===== src/rtl/quad_decoder_x.sv =====
`default_nettype none
// ============================================================================
//  Module   : quad_decoder_x
//  Purpose  : Quadrature encoder interface for one motor axis. Synchronises
//             and deglitches the A/B/Z pins, tracks the Gray phase in an FSM,
//             counts x1/x2/x4 steps into a wrapping position register, zeroes
//             the position on an index pulse and flags illegal double jumps.
//  Ports    :
//    clk         in   1      clock
//    reset_n     in   1      asynchronous active-low reset
//    a, b        in   1      asynchronous quadrature inputs
//    z           in   1      asynchronous index input
//    mode        in   2      00=x4, 01=x2, 10=x1, 11=x4
//    index_en    in   1      allow index pulse to zero the count
//    cnt_clr     in   1      synchronous clear of count and index_seen
//    err_clr     in   1      synchronous clear of err, releases ERR state
//    count       out  CNT_W  position, two's complement, wraps
//    dir         out  1      direction of last counted step (1=fwd)
//    step        out  1      one-cycle pulse per counted step
//    err         out  1      sticky illegal-transition flag
//    index_seen  out  1      sticky: index zeroing has occurred
//  Revision : 1.0 - initial release
// ============================================================================
module quad_decoder_x #(
    parameter int CNT_W       = 16,
    parameter int SYNC_STAGES = 2,
    parameter int FILT_LEN    = 3
) (
    input  logic             clk,
    input  logic             reset_n,
    input  logic             a,
    input  logic             b,
    input  logic             z,
    input  logic [1:0]       mode,
    input  logic             index_en,
    input  logic             cnt_clr,
    input  logic             err_clr,
    output logic [CNT_W-1:0] count,
    output logic             dir,
    output logic             step,
    output logic             err,
    output logic             index_seen
);

    localparam int RUN_W    = (FILT_LEN < 2) ? 1 : $clog2(FILT_LEN + 1);
    localparam int SETTLE   = SYNC_STAGES + FILT_LEN;
    localparam int SETTLE_W = $clog2(SETTLE + 1);

    localparam logic [RUN_W-1:0]    RUN_LAST    = RUN_W'(FILT_LEN - 1);
    localparam logic [SETTLE_W-1:0] SETTLE_LAST = SETTLE_W'(SETTLE);

    typedef enum logic [2:0] {
        ST_INIT = 3'd0,
        ST_S00  = 3'd1,
        ST_S01  = 3'd2,
        ST_S11  = 3'd3,
        ST_S10  = 3'd4,
        ST_ERR  = 3'd5
    } state_t;

    // ------------------------------------------------------------------------
    // Pin conditioning: bit 2 = a, bit 1 = b, bit 0 = z
    // ------------------------------------------------------------------------
    logic [2:0] raw;
    logic [2:0] filt;

    assign raw = {a, b, z};

    for (genvar gi = 0; gi < 3; gi++) begin : g_pin
        logic [SYNC_STAGES-1:0] sync_sr;
        logic [RUN_W-1:0]       run;
        logic                   filt_bit;

        // The run counter only advances while the synchronised pin disagrees
        // with the filtered value; any agreement restarts it, so a level must
        // persist FILT_LEN consecutive cycles before it is accepted.
        always_ff @(posedge clk or negedge reset_n) begin
            if (!reset_n) begin
                sync_sr  <= '0;
                run      <= '0;
                filt_bit <= 1'b0;
            end else begin
                sync_sr <= {sync_sr[SYNC_STAGES-2:0], raw[gi]};
                if (sync_sr[SYNC_STAGES-1] == filt_bit) begin
                    run <= '0;
                end else if (run == RUN_LAST) begin
                    filt_bit <= sync_sr[SYNC_STAGES-1];
                    run      <= '0;
                end else begin
                    run <= run + RUN_W'(1);
                end
            end
        end

        assign filt[gi] = filt_bit;
    end

    // ------------------------------------------------------------------------
    // Phase helpers
    // ------------------------------------------------------------------------
    function automatic state_t phase_state(input logic [1:0] p);
        case (p)
            2'b00:   return ST_S00;
            2'b01:   return ST_S01;
            2'b11:   return ST_S11;
            default: return ST_S10;
        endcase
    endfunction

    // Ring position of a phase state: S00=0, S01=1, S11=2, S10=3.
    function automatic logic [1:0] state_pos(input state_t s);
        case (s)
            ST_S01:  return 2'd1;
            ST_S11:  return 2'd2;
            ST_S10:  return 2'd3;
            default: return 2'd0;
        endcase
    endfunction

    // lo is the ring position the transition starts from when viewed in the
    // forward direction. x2 counts the 1<->2 and 3<->0 edges (odd lo), x1
    // counts only the 3<->0 edge.
    function automatic logic is_counted(input logic [1:0] lo, input logic [1:0] md);
        case (md)
            2'b01:   return lo[0];
            2'b10:   return (lo == 2'd3);
            default: return 1'b1;
        endcase
    endfunction

    logic [1:0] ph;
    logic [1:0] cur_pos;
    logic [1:0] new_pos;
    logic [1:0] delta;

    assign ph      = filt[2:1];
    // Gray-to-binary turns the filtered phase into its ring position.
    assign new_pos = {ph[1], ph[1] ^ ph[0]};

    // ------------------------------------------------------------------------
    // Phase FSM
    // ------------------------------------------------------------------------
    state_t              state;
    state_t              state_nxt;
    logic [SETTLE_W-1:0] settle;
    logic [SETTLE_W-1:0] settle_nxt;
    logic                err_set;
    logic                step_fwd;
    logic                step_rev;

    assign cur_pos = state_pos(state);
    assign delta   = new_pos - cur_pos;

    always_ff @(posedge clk or negedge reset_n) begin
        if (!reset_n) begin
            state  <= ST_INIT;
            settle <= '0;
        end else begin
            state  <= state_nxt;
            settle <= settle_nxt;
        end
    end

    always_comb begin
        state_nxt  = state;
        settle_nxt = settle;
        err_set    = 1'b0;
        step_fwd   = 1'b0;
        step_rev   = 1'b0;
        case (state)
            ST_INIT: begin
                // Let the synchronisers and filters fill before trusting ph.
                if (settle == SETTLE_LAST) begin
                    state_nxt = phase_state(ph);
                end else begin
                    settle_nxt = settle + SETTLE_W'(1);
                end
            end
            ST_ERR: begin
                if (err_clr) begin
                    state_nxt = phase_state(ph);
                end
            end
            default: begin
                case (delta)
                    2'd1: begin
                        state_nxt = phase_state(ph);
                        step_fwd  = is_counted(cur_pos, mode);
                    end
                    2'd3: begin
                        state_nxt = phase_state(ph);
                        step_rev  = is_counted(new_pos, mode);
                    end
                    2'd2: begin
                        state_nxt = ST_ERR;
                        err_set   = 1'b1;
                    end
                    default: begin
                    end
                endcase
            end
        endcase
    end

    // ------------------------------------------------------------------------
    // Position, index and status registers
    // ------------------------------------------------------------------------
    logic z_prev;
    logic index_hit;

    assign index_hit = index_en & filt[0] & ~z_prev & (state == ST_S00);

    always_ff @(posedge clk or negedge reset_n) begin
        if (!reset_n) begin
            count      <= '0;
            dir        <= 1'b0;
            step       <= 1'b0;
            err        <= 1'b0;
            index_seen <= 1'b0;
            z_prev     <= 1'b0;
        end else begin
            z_prev <= filt[0];

            if (err_set) begin
                err <= 1'b1;
            end else if (err_clr) begin
                err <= 1'b0;
            end

            step <= 1'b0;
            if (cnt_clr) begin
                count      <= '0;
                index_seen <= 1'b0;
            end else if (index_hit) begin
                count      <= '0;
                index_seen <= 1'b1;
            end else if (step_fwd) begin
                count <= count + CNT_W'(1);
                dir   <= 1'b1;
                step  <= 1'b1;
            end else if (step_rev) begin
                count <= count - CNT_W'(1);
                dir   <= 1'b0;
                step  <= 1'b1;
            end
        end
    end

endmodule
`default_nettype wire

===== config.mk =====
export PLATFORM = sky130hd
export DESIGN_NAME = quad_decoder_x
export DESIGN_NICKNAME = d
export VERILOG_FILES = /design/src/rtl/quad_decoder_x.sv
export SDC_FILE = /design/constraint.sdc
export NUM_CORES = 1
export LEC_CHECK = 0
export CORE_MARGIN = 1
export CORE_UTILIZATION = 55
export CTS_BUF_LIST = sky130_fd_sc_hd__clkbuf_4 sky130_fd_sc_hd__clkbuf_8
export DETAILED_ROUTE_END_ITERATION = 10
export PLACE_DENSITY = 0.78
export SETUP_SLACK_MARGIN = 0.1
export SYNTH_ARGS = -nofsm -noshare
export SYNTH_HDL_FRONTEND = slang
export SYNTH_SLANG_ARGS = --single-unit
export TNS_END_PERCENT = 10

===== constraint.sdc =====
create_clock -name clk -period 6.8 [get_ports clk]
set_input_delay 0.68 -clock clk [delete_from_list [all_inputs] [get_ports clk]]
set_output_delay 0.68 -clock clk [all_outputs]
set_load 0.02 [all_outputs]

==> flow_summary.html, run 1 <==
<table>
<tr><th>Metric</th><th>Value</th></tr>
<tr><th colspan="2">GRT</th></tr>
<tr><td>Total congestion overflow</td><td>0</td></tr>
<tr><td>Maximum number of pins on one net before global-route repair</td><td>43</td></tr>
<tr><td>Wire length of the first global-routing pass</td><td>between 9000 and 10000 um</td></tr>
<tr><td>Vias in the first global route</td><td>2081</td></tr>
<tr><td>Initial antenna violation count</td><td>0</td></tr>
<tr><td>Global router's overall resource usage</td><td>between 20% and 30%</td></tr>
<tr><th colspan="2">Timing</th></tr>
<tr><td>Normalized max-slew margin</td><td>between 30 and 40%</td></tr>
<tr><td>Setup-violating endpoint count in the final report</td><td>0</td></tr>
<tr><td>Final period util</td><td>59.3%</td></tr>
<tr><td>Slew at the pin with the worst max-slew slack</td><td>between 900 and 1000 ps</td></tr>
<tr><td>Number of slew-limit violations in the final report</td><td>0</td></tr>
<tr><td>Total Neg Setup Slack</td><td>0 ps</td></tr>
<tr><td>Worst hold margin</td><td>approximately 360 ps</td></tr>
<tr><td>Max frequency</td><td>0.248 GHz</td></tr>
<tr><td>Setup repair after global routing missed its margin</td><td>false</td></tr>
<tr><td>Worst Skew</td><td>a little under 9 ps</td></tr>
<tr><td>Crit path time final</td><td>4030 ps</td></tr>
<tr><td>Final number of hold-violating endpoints</td><td>0</td></tr>
<tr><th colspan="2">Routing</th></tr>
<tr><td>WL/cell</td><td>about 15 um</td></tr>
<tr><td>Starting DRT DRC Count</td><td>150</td></tr>
<tr><td>Via/cell ratio</td><td>a little under 6</td></tr>
<tr><td>DRC violation count after routing</td><td>0</td></tr>
<tr><td>Antenna Violating Nets Remaining</td><td>0</td></tr>
<tr><td>DR vias</td><td>2186</td></tr>
<tr><td>Detailed Route WL</td><td>5490 um</td></tr>
<tr><td>Length of the first detailed-routing pass in iterations</td><td>4</td></tr>
<tr><th colspan="2">Clock tree</th></tr>
<tr><td>Clock Pin Slew Worst Setup and Hold Paths</td><td>about 90 ps</td></tr>
<tr><td>Clock tree root buffer cell</td><td>sky130_fd_sc_hd__clkbuf_8</td></tr>
<tr><td>Number of clock sinks seen by CTS</td><td>42</td></tr>
<tr><td>CTS tree</td><td>done</td></tr>
<tr><td>Setup Buffers After CTS</td><td>0</td></tr>
<tr><td>CTS hold repair buffers</td><td>0</td></tr>
<tr><td>Number of buffers added by the clock tree synthesis step</td><td>5</td></tr>
<tr><td>Number of levels the H-tree was split into</td><td>2</td></tr>
<tr><td>Deepest clock path buffer count</td><td>2</td></tr>
<tr><td>Later-pin clock latency in the skew report</td><td>approximately 310 ps</td></tr>
<tr><td>Post_cts resized</td><td>0</td></tr>
<tr><th colspan="2">Worst setup path</th></tr>
<tr><td>R2r startpoint</td><td>g_pin[1].filt_bit$_DFFE_PN0P_</td></tr>
<tr><td>Crit Reg-Reg Endpoint</td><td>count[15]$_DFFE_PN0P_</td></tr>
<tr><td>Arrival time at the worst endpoint</td><td>around 4300 ps</td></tr>
<tr><td>Number of cells traversed by the worst register-to-register path</td><td>12</td></tr>
<tr><td>Launching element type of the critical path</td><td>flop</td></tr>
<tr><td>Launch point of the worst path</td><td>g_pin[1].filt_bit$_DFFE_PN0P_</td></tr>
<tr><td>Start-to-end type of the worst setup path</td><td>flop to flop</td></tr>
<tr><td>Critical path capture point type</td><td>flop</td></tr>
<tr><td>Worst setup slack for register-to-register paths</td><td>between 2000 and 3000 ps</td></tr>
<tr><td>Worst path most repeated cell</td><td>sky130_fd_sc_hd__ha_1</td></tr>
<tr><td>Maximum net fanout on the critical path</td><td>19</td></tr>
<tr><td>Required @ worst endpoint</td><td>about 7000 ps</td></tr>
<tr><td>Destination of the critical timing path</td><td>count[15]$_DFFE_PN0P_</td></tr>
<tr><td>Longest individual stage delay on the worst path</td><td>about 730 ps</td></tr>
<tr><td>Library cell contributing the largest single delay on the critical path</td><td>sky130_fd_sc_hd__or4bb_4</td></tr>
<tr><td>CP Cell Sequence</td><td>inv_1, ha_1, ha_1, o21bai_1, or4bb_4, ha_1, nand4_1, a21oi_1, o2111ai_1, a211oi_1, nor4_1, nor3_1</td></tr>
<tr><th colspan="2">Logic synthesis</th></tr>
<tr><td>Synth cell types</td><td>57</td></tr>
<tr><td>Cell area after synthesis</td><td>2720 um2</td></tr>
<tr><td>Asr flop ratio synth</td><td>100%</td></tr>
<tr><td>Warnings from Yosys</td><td>0</td></tr>
<tr><td>Number of nets in the synthesized netlist</td><td>about 320</td></tr>
<tr><td>Share of synthesized area occupied by flip-flops and latches</td><td>about 39%</td></tr>
<tr><td>Number of synthesized register bits</td><td>42</td></tr>
<tr><td>Post-synth EDFFs</td><td>0</td></tr>
<tr><td>Cell count after synthesis</td><td>283</td></tr>
<tr><td>Flip-flop cell with the highest count after synthesis</td><td>sky130_fd_sc_hd__dfrtp_1</td></tr>
<tr><td>Post-Syn Area per Cell</td><td>around 9.6 um2</td></tr>
<tr><th colspan="2">Die</th></tr>
<tr><td>Floorplan die height</td><td>about 72 um</td></tr>
<tr><td>Initial core utilization</td><td>between 50% and 60%</td></tr>
<tr><td>Die ar.</td><td>around 5200 um2</td></tr>
<tr><td>Area of the core</td><td>~4700 um2</td></tr>
<tr><td>Horizontal die dimension</td><td>~72 um</td></tr>
<tr><td>Row cnt</td><td>25</td></tr>
<tr><td>Count of boundary I/O pins</td><td>30</td></tr>
<tr><th colspan="2">Worst hold path</th></tr>
<tr><td>Path category of the worst min-delay check</td><td>flop to flop</td></tr>
<tr><th colspan="2">Run status</th></tr>
<tr><td>Result of the run</td><td>completed</td></tr>
<tr><th colspan="2">Placed design</th></tr>
<tr><td>HPWL reported at the end of detailed placement</td><td>3940 um</td></tr>
<tr><td>Global placement routability congestion</td><td>0.923</td></tr>
<tr><td>Number of buffers inserted by port buffering</td><td>29</td></tr>
<tr><th colspan="2">Finish</th></tr>
<tr><td>Post-synthesis to final-layout area growth</td><td>14.8%</td></tr>
<tr><td>Commonest cells after routing, fill and taps aside</td><td>sky130_fd_sc_hd__dfrtp_1 (42), sky130_fd_sc_hd__clkdlybuf4s50_1 (28), sky130_fd_sc_hd__ha_1 (25)</td></tr>
<tr><td>Layout cell share with drive strength beyond 1</td><td>around 7.4%</td></tr>
<tr><td>Final-layout fill cell count</td><td>approximately 400</td></tr>
<tr><td>Antenna Cells</td><td>0</td></tr>
<tr><td>Nets@finish</td><td>345</td></tr>
<tr><td>Most common cell after layout, fill and taps aside</td><td>sky130_fd_sc_hd__dfrtp_1</td></tr>
<tr><th colspan="2">Job</th></tr>
<tr><td>Max-cap violation count</td><td>0</td></tr>
</table>
## worst max-delay path: cells and delay by family (launching register included)
| kind | cells | cell delay (ps) |
|---|---|---|
| flip-flops | 1 | 410 |
| buffers and inverters | 1 | 110 |
| AO/OA/AOI/OAI | 4 | 1110 |
| adder cells (fa/ha/maj) | 3 | 1190 |
| AND/OR/NAND/NOR | 4 | 1130 |
## how the worst min path moves through the flow
stage                                        from                       endpoint  slack, ps  cells after the start
floorplan           g_pin[0].sync_sr[0]$_DFF_PN0_  g_pin[0].sync_sr[1]$_DFF_PN0_        330                      0
global placement    g_pin[0].sync_sr[0]$_DFF_PN0_  g_pin[0].sync_sr[1]$_DFF_PN0_        330                      0
detailed placement  g_pin[2].sync_sr[0]$_DFF_PN0_  g_pin[2].sync_sr[1]$_DFF_PN0_        340                      0
CTS                 g_pin[2].sync_sr[0]$_DFF_PN0_  g_pin[2].sync_sr[1]$_DFF_PN0_        360                      0
global route        g_pin[2].sync_sr[0]$_DFF_PN0_  g_pin[2].sync_sr[1]$_DFF_PN0_        380                      0
finish              g_pin[2].sync_sr[0]$_DFF_PN0_  g_pin[2].sync_sr[1]$_DFF_PN0_        360                      0
## layout make-up
type / count / area (um2) / area share (%)
repair buffers: 30 / 293 / 9.39
clock buffers: 5 / 68.8 / 2.21
clock inverters: 3 / 25.0 / 0.803
well taps: 67 / 83.8 / 2.69
inverters: 13 / 48.8 / 1.57
multi-input cells: 217 / 1550 / 49.6
flip-flops and latches: 42 / 1050 / 33.7
## per-layer routing
metal,GRT usage (%),up-vias,wire [um]
li1,-,1081,-
met1,30.2,1042,2690
met2,37.8,57,2480
met3,4.17,6,239
met4,8.50,0,79
met5,0,-,0
## cells by family after synthesis
group	Yosys count	share of synthesized area, %
adders and majority gates	26	12.3
xor gates and xnor gates	19	6.13
muxes	11	4.29
buffers and inverters	24	4.33
AOI/OAI and AO/OA	71	16.9
and+or+nand+nor	90	17.4
DFF	42	38.7
## flip-flops by register name, indices dropped and copies added, names as in the netlist
register,flops
err,1
dir,1
index_seen,1
z_prev,1
g_pin.filt_bit,3
g_pin.run,6
settle,3
state,3
g_pin.sync_sr,6
count,16
step,1
## cell usage after synthesis, types with 4 or more instances
master | n | share of area [%]
sky130_fd_sc_hd__nor3_1 | 10 | 1.8
sky130_fd_sc_hd__dfrtp_1 | 42 | 39
sky130_fd_sc_hd__o21ai_0 | 14 | 2.6
sky130_fd_sc_hd__a21oi_1 | 20 | 3.7
sky130_fd_sc_hd__a31oi_1 | 4 | 0.92
sky130_fd_sc_hd__clkbuf_1 | 6 | 0.83
sky130_fd_sc_hd__ha_1 | 25 | 12
sky130_fd_sc_hd__or2_2 | 4 | 0.92
sky130_fd_sc_hd__nor2_1 | 23 | 3.2
sky130_fd_sc_hd__and3_1 | 4 | 0.92
sky130_fd_sc_hd__mux2i_1 | 9 | 3.3
sky130_fd_sc_hd__nand3_1 | 11 | 2.0
sky130_fd_sc_hd__xnor2_1 | 10 | 3.2
sky130_fd_sc_hd__inv_1 | 13 | 1.8
sky130_fd_sc_hd__nand2_1 | 14 | 1.9
sky130_fd_sc_hd__a21o_1 | 5 | 1.4
sky130_fd_sc_hd__or3_1 | 4 | 0.92
sky130_fd_sc_hd__xor2_1 | 9 | 2.9
## metrics by stage
| step | cells | util, % | cell area (um2) | setup slack [ps] |
|---|---|---|---|---|
| 2_1_floorplan | 283 | - | 2720 | 3030 |
| 3_3_place_gp | 369 | 64.0 | 3020 | 2680 |
| 3_5_place_dp | 369 | 64.0 | 3020 | 2590 |
| 4_1_cts | 377 | 66.0 | 3120 | 2770 |
| 5_1_grt | 377 | 66.0 | 3120 | 2460 |
| 6_report | 377 | 66.0 | 3120 | 2770 |
Power of run 1 is left out: the tool's default activity adds up to more than one toggle a clock period on the data nets, which glitch-free logic cannot reach.
==> run 2: changes to the inputs <==
CORE_UTILIZATION = 53   (was 55)
PLACE_DENSITY = 0.79   (was 0.78)
clock period = 3.7 ns   (was 6.8 ns; I/O delays follow)
==> run 2 against run 1 <==
  * Setup slack got worse by 2600 ps
  * Critical path depth unchanged
  * Global-route usage grew 0.78 points
  * Sequential cell count did not move
  * Utilization rose by 5.9 points
  * Count of clock-buffer cells in the layout stayed put
  * Via count increased by 5.9%
==> flow_summary.html, run 2 (same netlist as run 1, synthesis figures left out) <==
<table>
<tr><th>Metric</th><th>Value</th></tr>
<tr><th colspan="2">Finish</th></tr>
<tr><td>Register with the highest flop count</td><td>count</td></tr>
<tr><td>Post-route design area</td><td>3460 um2 (+11%)</td></tr>
<tr><td>Antenna Cells</td><td>0 (unchanged)</td></tr>
<tr><td>Final-layout fill cell count</td><td>360 (-9.1%)</td></tr>
<tr><td>Final Instance Count excl. Fillers</td><td>398 (+5.6%)</td></tr>
<tr><td>Post-synthesis to final-layout area growth</td><td>27.6%</td></tr>
<tr><td>Largest regs</td><td>count: 16 flops, g_pin.run: 6 flops, g_pin.sync_sr: 6 flops</td></tr>
<tr><td>Area taken by flip-flops and latches</td><td>1050 um2 (unchanged)</td></tr>
<tr><td>Most common cell after layout, fill and taps aside</td><td>sky130_fd_sc_hd__dfrtp_1</td></tr>
<tr><td>Largest register FFs</td><td>16 (unchanged)</td></tr>
<tr><td>Multi-input gate area in the final layout</td><td>1740 um2 (+13%)</td></tr>
<tr><td>Layout cell share with drive strength beyond 1</td><td>21.5% (+14 points)</td></tr>
<tr><td>Commonest cells after routing, fill and taps aside</td><td>sky130_fd_sc_hd__dfrtp_1 (42), sky130_fd_sc_hd__clkdlybuf4s50_1 (28), sky130_fd_sc_hd__nor2_1 (22)</td></tr>
<tr><td>Nets@finish</td><td>366 (+6.1%)</td></tr>
<tr><th colspan="2">Clock tree</th></tr>
<tr><td>Number of clock sinks seen by CTS</td><td>42 (unchanged)</td></tr>
<tr><td>CTS tree</td><td>done</td></tr>
<tr><td>Later-pin clock latency in the skew report</td><td>300 ps (about the same)</td></tr>
<tr><td>Deepest clock path buffer count</td><td>2 (unchanged)</td></tr>
<tr><td>CTS hold repair buffers</td><td>0 (unchanged)</td></tr>
<tr><td>Clock tree root buffer cell</td><td>sky130_fd_sc_hd__clkbuf_8</td></tr>
<tr><td>Number of levels the H-tree was split into</td><td>2 (unchanged)</td></tr>
<tr><td>Clock Pin Slew Worst Setup and Hold Paths</td><td>90 ps (about the same)</td></tr>
<tr><td>Number of buffers added by the clock tree synthesis step</td><td>5 (unchanged)</td></tr>
<tr><th colspan="2">GRT</th></tr>
<tr><td>Maximum number of pins on one net before global-route repair</td><td>43 (unchanged)</td></tr>
<tr><td>Wire length of the first global-routing pass</td><td>9870 um (+6.3%)</td></tr>
<tr><td>Total congestion overflow</td><td>0 (unchanged)</td></tr>
<tr><td>Vias in the first global route</td><td>2208 (+6.1%)</td></tr>
<tr><td>Initial antenna violation count</td><td>0 (unchanged)</td></tr>
<tr><td>Global router's overall resource usage</td><td>23.7% (+0.78 points)</td></tr>
<tr><th colspan="2">Timing</th></tr>
<tr><td>Setup-violating endpoint count in the final report</td><td>0 (unchanged)</td></tr>
<tr><td>Normalized max-slew margin</td><td>38.5% (+1.3 points)</td></tr>
<tr><td>Final period util</td><td>95.5% (+36 points)</td></tr>
<tr><td>Crit path time final</td><td>3540 ps (-498 ps)</td></tr>
<tr><td>Number of slew-limit violations in the final report</td><td>0 (unchanged)</td></tr>
<tr><td>Max frequency</td><td>0.283 GHz (+14%)</td></tr>
<tr><td>Total Neg Setup Slack</td><td>0 ps (unchanged)</td></tr>
<tr><td>Final critical-path setup slack</td><td>165 ps (-2600 ps)</td></tr>
<tr><td>Final number of hold-violating endpoints</td><td>0 (unchanged)</td></tr>
<tr><td>Worst Skew</td><td>6.94 ps (-1.70 ps)</td></tr>
<tr><td>Slew at the pin with the worst max-slew slack</td><td>923 ps (-19.1 ps)</td></tr>
<tr><td>Setup repair after global routing missed its margin</td><td>true</td></tr>
<tr><th colspan="2">Die</th></tr>
<tr><td>Die ar.</td><td>5410 um2 (+3.7%)</td></tr>
<tr><td>Horizontal die dimension</td><td>73.6 um (+1.8%)</td></tr>
<tr><td>Count of boundary I/O pins</td><td>30 (unchanged)</td></tr>
<tr><td>Row cnt</td><td>25 (unchanged)</td></tr>
<tr><td>Floorplan die height</td><td>73.6 um (+1.8%)</td></tr>
<tr><td>Initial core utilization</td><td>56.4% (-1.1 points)</td></tr>
<tr><td>Area of the core</td><td>4820 um2 (+2.0%)</td></tr>
<tr><th colspan="2">Routing</th></tr>
<tr><td>Detailed Route WL</td><td>6220 um (+13%)</td></tr>
<tr><td>Length of the first detailed-routing pass in iterations</td><td>5 (+1)</td></tr>
<tr><td>DRC violation count after routing</td><td>0 (unchanged)</td></tr>
<tr><td>Via/cell ratio</td><td>5.81 (+0.27%)</td></tr>
<tr><td>DR vias</td><td>2314 (+5.9%)</td></tr>
<tr><td>WL/cell</td><td>15.6 um (+7.3%)</td></tr>
<tr><td>Antenna Violating Nets Remaining</td><td>0 (unchanged)</td></tr>
<tr><td>Starting DRT DRC Count</td><td>112 (-25%)</td></tr>
<tr><th colspan="2">Worst setup path</th></tr>
<tr><td>Start-to-end type of the worst setup path</td><td>flop to flop</td></tr>
<tr><td>Launching element type of the critical path</td><td>flop</td></tr>
<tr><td>Critical path capture point type</td><td>flop</td></tr>
<tr><td>Arrival time at the worst endpoint</td><td>3720 ps (-530 ps)</td></tr>
<tr><td>Maximum net fanout on the critical path</td><td>8 (-11)</td></tr>
<tr><td>Required @ worst endpoint</td><td>3880 ps (-3140 ps)</td></tr>
<tr><th colspan="2">Worst hold path</th></tr>
<tr><td>Path category of the worst min-delay check</td><td>primary input to async pin</td></tr>
<tr><th colspan="2">Run status</th></tr>
<tr><td>Result of the run</td><td>completed</td></tr>
<tr><th colspan="2">Placed design</th></tr>
<tr><td>Dpl cell area</td><td>3200 um2 (+5.7%)</td></tr>
<tr><td>Number of buffers inserted by port buffering</td><td>29 (unchanged)</td></tr>
<tr><td>DP Worst Slack</td><td>-50.3 ps (-2640 ps)</td></tr>
<tr><td>Global placement routability congestion</td><td>0.857 (-7.2%)</td></tr>
<tr><td>HPWL reported at the end of detailed placement</td><td>4010 um (+1.8%)</td></tr>
<tr><td>Number of instances in the placed design</td><td>387 (+4.9%)</td></tr>
<tr><th colspan="2">Job</th></tr>
<tr><td>Max-cap violation count</td><td>0 (unchanged)</td></tr>
</table>
## run 2: cell count changes in the layout (fill, tap and decap cells not counted), sizes merged
cell,delta
clkinvlp,-1
clkinv,-1
inv,+2
buf,+20
or4bb,+1
## run 2: path summary, 6_finish.rpt
| kind | start | to | slack [ps] | cells past startpoint |
|---|---|---|---|---|
| min | reset_n | g_pin[2].sync_sr[0]$_DFF_PN0_ | 210 | 1 |
| max reg2reg | g_pin[2].filt_bit$_DFFE_PN0P_ | count[14]$_DFFE_PN0P_ | 160 | 12 |
| min reg2reg | g_pin[2].sync_sr[0]$_DFF_PN0_ | g_pin[2].sync_sr[1]$_DFF_PN0_ | 350 | 0 |
| max | g_pin[2].filt_bit$_DFFE_PN0P_ | count[14]$_DFFE_PN0P_ | 160 | 12 |
| max in group asynchronous | reset_n | count[10]$_DFFE_PN0P_ | 2920 | 1 |
| min in group clk | g_pin[2].sync_sr[0]$_DFF_PN0_ | g_pin[2].sync_sr[1]$_DFF_PN0_ | 350 | 0 |
## run 2: stage by stage
step | hold slack, ps | util [%]
3_3_place_gp | 332 | 66.3
2_1_floorplan | 74.4 | -
6_report | 209 | 71.9
3_5_place_dp | 335 | 66.3
5_1_grt | 285 | 71.9
4_1_cts | 240 | 69.0
## run 2: per-layer routing
| layer | global-route usage (%) | part of all wire (%) | vias to the layer above |
|---|---|---|---|
| met5 | 0 | 0 | - |
| met1 | 32.7 | 47 | 1119 |
| met2 | 36.9 | 48 | 63 |
| met4 | 7.26 | 1.5 | 0 |
| met3 | 5.62 | 4.1 | 10 |
| li1 | - | - | 1122 |
## run 2: what timing repair did
item | 4_1_cts | 5_1_grt
gates resized for setup | 3 | 24
setup buffers | 1 | 1
cloned | 1 | 0
pin swaps | 1 | 2
endpoints found under the setup margin | 5 | 8
## run 2: final cells by class
type | count | share of cell area (%)
flip-flops and latches | 42 | 30.3
multi-input cells | 218 | 50.3
clock inverters | 3 | 0.759
well taps | 67 | 2.42
repair buffers | 50 | 12.8
clock buffers | 5 | 1.99
inverters | 13 | 1.41
## run 2: worst max-delay path, cell delays in order (launching register included)
cell                      delay [ps]
sky130_fd_sc_hd__dfrtp_1         430
sky130_fd_sc_hd__ha_4            320
sky130_fd_sc_hd__ha_4            140
sky130_fd_sc_hd__xor2_2          170
sky130_fd_sc_hd__a21o_1          200
sky130_fd_sc_hd__or4bb_4         610
sky130_fd_sc_hd__ha_2            360
sky130_fd_sc_hd__and3_1          170
sky130_fd_sc_hd__and3_1          170
sky130_fd_sc_hd__or3_1           400
sky130_fd_sc_hd__a31oi_2         210
sky130_fd_sc_hd__xnor2_1         130
sky130_fd_sc_hd__o21ai_0          90
Power of run 2 is left out for the same reason.
==> run 3: changes to the inputs <==
ABC_CLOCK_PERIOD_IN_PS = 3700   (was not set)
CAP_MARGIN = 5   (was not set)
==> results of run 3 <==
No change in the layout: final DEF, timing and power equal those of run 2.
Power of run 3 is left out for the same reason.
